### config.mk
export PLATFORM = sky130hd
export DESIGN_NAME = segment_display
export DESIGN_NICKNAME = d
export VERILOG_FILES = /design/src/rtl/segment_display.sv
export SDC_FILE = /design/constraint.sdc
export NUM_CORES = 1
export LEC_CHECK = 0
export CAP_MARGIN = 20
export CORE_AREA = 2 2 39 41
export DETAILED_ROUTE_END_ITERATION = 12
export DIE_AREA = 0 0 41 43
export GPL_TIMING_DRIVEN = 1
export PLACE_DENSITY = 0.65
export SYNTH_ARGS = -nofsm -noshare
export SYNTH_HDL_FRONTEND = slang
export SYNTH_SLANG_ARGS = --single-unit
### constraint.sdc
create_clock -name clk -period 1.8 [get_ports clk]
set_clock_uncertainty 0.1 [all_clocks]
set_input_delay 0.36 -clock clk [delete_from_list [all_inputs] [get_ports clk]]
set_output_delay 0.36 -clock clk [all_outputs]
set_load 0.02 [all_outputs]
### src/rtl/segment_display.sv
// segment_display: registered hex-to-seven-segment decoder with selectable polarity and hex/blank upper codes
module segment_display #(
  parameter bit ACTIVE_LOW = 1'b1,
  parameter bit HEX_EN     = 1'b1
) (
  input  logic       clk,
  input  logic       rst_n,
  input  logic [3:0] digit,
  output logic [6:0] o_Segment
);
  localparam logic [6:0] BLANK = ACTIVE_LOW ? 7'b1111111 : 7'b0000000;
  logic [6:0] w_hi;
  logic [6:0] r_seg;
  // active-high abcdefg lookup; codes 10-15 go blank when hex display is disabled
  always_comb begin
    w_hi = 7'b0000000;
    case (digit)
      4'd0:    w_hi = 7'b1111110;
      4'd1:    w_hi = 7'b0110000;
      4'd2:    w_hi = 7'b1101101;
      4'd3:    w_hi = 7'b1111001;
      4'd4:    w_hi = 7'b0110011;
      4'd5:    w_hi = 7'b1011011;
      4'd6:    w_hi = 7'b1011111;
      4'd7:    w_hi = 7'b1110000;
      4'd8:    w_hi = 7'b1111111;
      4'd9:    w_hi = 7'b1111011;
      4'd10:   w_hi = HEX_EN ? 7'b1110111 : 7'b0000000;
      4'd11:   w_hi = HEX_EN ? 7'b0011111 : 7'b0000000;
      4'd12:   w_hi = HEX_EN ? 7'b1001110 : 7'b0000000;
      4'd13:   w_hi = HEX_EN ? 7'b0111101 : 7'b0000000;
      4'd14:   w_hi = HEX_EN ? 7'b1001111 : 7'b0000000;
      4'd15:   w_hi = HEX_EN ? 7'b1000111 : 7'b0000000;
      default: w_hi = 7'b0000000;
    endcase
  end
  // register the polarity-adjusted pattern; reset blanks the display
  always_ff @(posedge clk) begin
    if (!rst_n) r_seg <= BLANK;
    else        r_seg <= ACTIVE_LOW ? ~w_hi : w_hi;
  end
  assign o_Segment = r_seg;
endmodule

Yosys cells after proc, flatten, opt, wreduce, memory -nomap -nowiden
Memory sizes are Yosys's and may differ from the RTL's.
Index checks and enable logic that the tools add are counted.
{ "word_totals": {"regBits": 7, "romBits": 112, "output_inout_bits": 7, "word_cells": 3, "n_memories": 1} }
{ "mem_list": {"columns": ["memory", "depth", "word_bits", "rd", "rd_ports_with_merged_regs", "wr", "line", "rtl"], "rows": [
  ["(name not given)", 16, 7, 1, 0, 0, "17", "case (digit)"]
]} }
{ "op_classes": {"bitwise_logic": 1} }
{ "ops": {"columns": ["op", "count"], "rows": [
  ["7-bit NOT", 1]
]} }

Logic depth before layout (Yosys ltp)
An unclocked memory read counts as a cell.
{ "logic_depth": {"ltp_word": 2, "ltp_mapped": 5} }

Least setup slack after synthesis
No wires, ideal clock.
{ "synth_path": {"kind": "input port to flip-flop", "startpoint": "input port digit[0]", "endpoint": "register r_seg[0], in the netlist o_Segment[0]", "arrival_ps": 1189, "t_required_ps": 1578, "slack_ps": 389, "cell_stages": 4, "path_cell_list": "inv_1 ha_1 mux2_4 a221o_1"} }
{ "synth_via": {"elab_chain_cells": 2} }
{ "synth_lines": {"columns": ["item", "line", "rtl"], "rows": [
  ["start, declared", "8", "input logic [3:0] digit,"],
  ["memory read 16 x 7 bit", null, null],
  ["7-bit NOT", "40", "else r_seg <= ACTIVE_LOW ? ~w_hi : w_hi;"],
  ["end signal, assigned", "40", null],
  ["end, declared", "13", "logic [6:0] r_seg;"]
]} }
Every way passes these cells.
A chain may end at the register's enable or synchronous reset.

Worst setup path in the final report
{ "layout_path": {"startpoint": "input port digit[1]", "endpoint": "register r_seg[0], in the netlist o_Segment[0]"} }
Same word-level chain as after synthesis.

==> key figures <==
Timing
  – RSZ-0062 raised after global routing: false
  – Clock period minus worst slack: 1730 ps
  – Max-slew headroom: 0.848
  – Final worst-path cycle share: 0.960
  – Worst-Margin Slew: 227 ps
  – Final Hold Slack: between 500 and 600 ps
  – Maximum clock rate: a little under 600 MHz
  – Final setup violation count: 0
  – Slew Viols, Final: 0
  – Total Negative Setup Slacks: 0 ps
  – Hold Violations, Final: 0
  – Setup WS post-layout: just over 70 ps

Floorplan
  – Die width: 41 um
  – Die height: 43 um
  – CORE AREA: 1380 um2
  – Std cell rows: 14
  – Initial Util: 0.302
  – Die area: 1760 um2
  – IO Pins: 13

Pwr
  – P_leak: roughly 0.29 nW
  – PD cells: 672 nW/um2
  – Worst vdd ir: 0.000162 V
  – Pwr Total: 425 uW

Synth
  – Distinct cells, synth: 21
  – Cells after Synth: 42
  – Post-Syn Area: 418 um2
  – Seq/Total Area, Yosys: 0.335
  – Mean Syn Cell Area: 9.95 um2
  – Synth Register Bits: 7
  – Ys Warns: 0
  – Post-Syn Nets: between 50 and 60

Final layout
  – Sequential cell area: approximately 140 um2
  – Syn-to-layout area delta: 51.5%
  – Share of cells above drive strength 1: 0.250
  – Commonest cells after routing, fill and taps aside: clkdlybuf4s50_1, buf_4, dfxtp_1, ha_1
  – Fillers: 141
  – Multi-input logic area: 253 um2
  – Final nets: 77
  – Commonest non-fill, non-tap cell in the layout: clkdlybuf4s50_1
  – ANT cells: 0
  – Max FFs per register: 7
  – Final core area utilization: 0.458

CTS
  – Clk buf depth: 2
  – Clock sinks: 7
  – Clk root buf: clkbuf_4
  – Worst-path clk slew: around 50 ps
  – Post CTS Setup Buffer Count: 0
  – CTS tree: built
  – CTS resizes: 1
  – Hold bufs inserted after CTS: 0
  – H-tree depth: 1
  – CTS Buf Count: 3

GRT
  – Total grt overflow: 0
  – Vias in the first global route: 318
  – Largest net degree at the start of global routing: 14
  – Initial antenna violation count: 0
  – Total GRT Usage: 0.106
  – Global-route wire length before repair: about 1200 um

Placement
  – Hpwl dp: 704 um
  – Setup WS pre-CTS: -260 ps
  – GPL Wtd Cong: approximately 0.78
  – # port buffers: 12

Routing
  – Avg WL per Cell: 10.4 um
  – DRC viols: 0
  – Drt pass-1 iters: 4
  – Via count: 362
  – DR iter-0 viols: 5
  – Total routed wirelength: 828 um
  – Detail Route Antenna Nets: 0
  – Vias per cell: ~4.5

Setup path
  – Worst Path Arrival: 1750 ps
  – CP endpoint kind: flip-flop
  – WP data required: 1830 ps
  – Setup CP Type: input port to flip-flop
  – Worst setup SP type: input port
  – Critical-path maximum fanout: 4

Run
  – Max capacitance violation total: 0

Status
  – Status: complete, no violations

Worst hold path
  – Hold crit path type: input port to flip-flop
  – Min-Delay Path Depth: 3
[layout make-up]
| type | instances | area share |
|---|---|---|
| Inverter | 4 | 0.0237 |
| Timing Repair Buffer | 20 | 0.283 |
| Tap cell | 16 | 0.0316 |
| Clock buffer | 4 | 0.0415 |
| Multi-Input combinational cell | 29 | 0.399 |
| Sequential cell | 7 | 0.221 |
[synthesized netlist by cell type, drive strengths merged]
| cell type | number | area (um2) |
|---|---|---|
| and2b | 1 | 10.0 |
| o21ai | 2 | 10.0 |
| mux2 | 1 | 15.0 |
| a221o | 1 | 10.0 |
| a311o | 1 | 10.0 |
| nand3 | 3 | 15.0 |
| buf | 2 | 10.0 |
| ha | 6 | 75.1 |
| dfxtp | 7 | 140 |
| mux2i | 2 | 20.0 |
| inv | 4 | 15.0 |
| nand2 | 1 | 3.75 |
| nor2b | 1 | 6.26 |
| a211oi | 1 | 7.51 |
| o31a | 1 | 8.76 |
| nand3b | 1 | 7.51 |
| nor2 | 1 | 6.26 |
| nand2b | 2 | 12.5 |
| o211ai | 4 | 35.0 |
[metrics by stage]
stage	instances	cell area [um2]
after floorplan	42	418
after global placement	76	608
after detailed placement	76	608
after CTS	80	633
after global routing	80	633
final	80	633
[worst paths after layout]
path | endpoint | start | slack [ps]
worst min-delay path | o_Segment[5]$_SDFF_PN1_ | digit[0] | 510
worst max-delay path | o_Segment[0]$_SDFF_PN1_ | digit[1] | 70
[power breakdown]
group	leakage, nW	internal (mW)	switching, mW	total [mW]
Sequential	0.0589	0.168	0.00298	0.171
Clock	0.0150	0.0841	0.0497	0.134
Combinational	0.214	0.0644	0.0561	0.121
[cell families after synthesis]
logic type,after synthesis,synth area share
AND/OR/NAND/NOR,10,0.147
multiplexers,3,0.0838
AO/OA/AOI/OAI,10,0.195
buffers and inverters,6,0.0599
flip-flops,7,0.335
adder cells (fa/ha/maj),6,0.180
[critical path, stage by stage]
cell and delay, ps:
clkdlybuf4s50_1 500, inv_1 90, ha_1 200, mux2_4 250
a221o_1 350
[per-layer routing]
metal	GRT usage	vias to the layer above	part of all wire
li1	-	193	-
met1	0.0924	158	0.38
met2	0.194	9	0.55
met3	0.0157	2	0.047
met4	0.0800	0	0.014
met5	0	-	0
(Power assumes the default switching activity.)
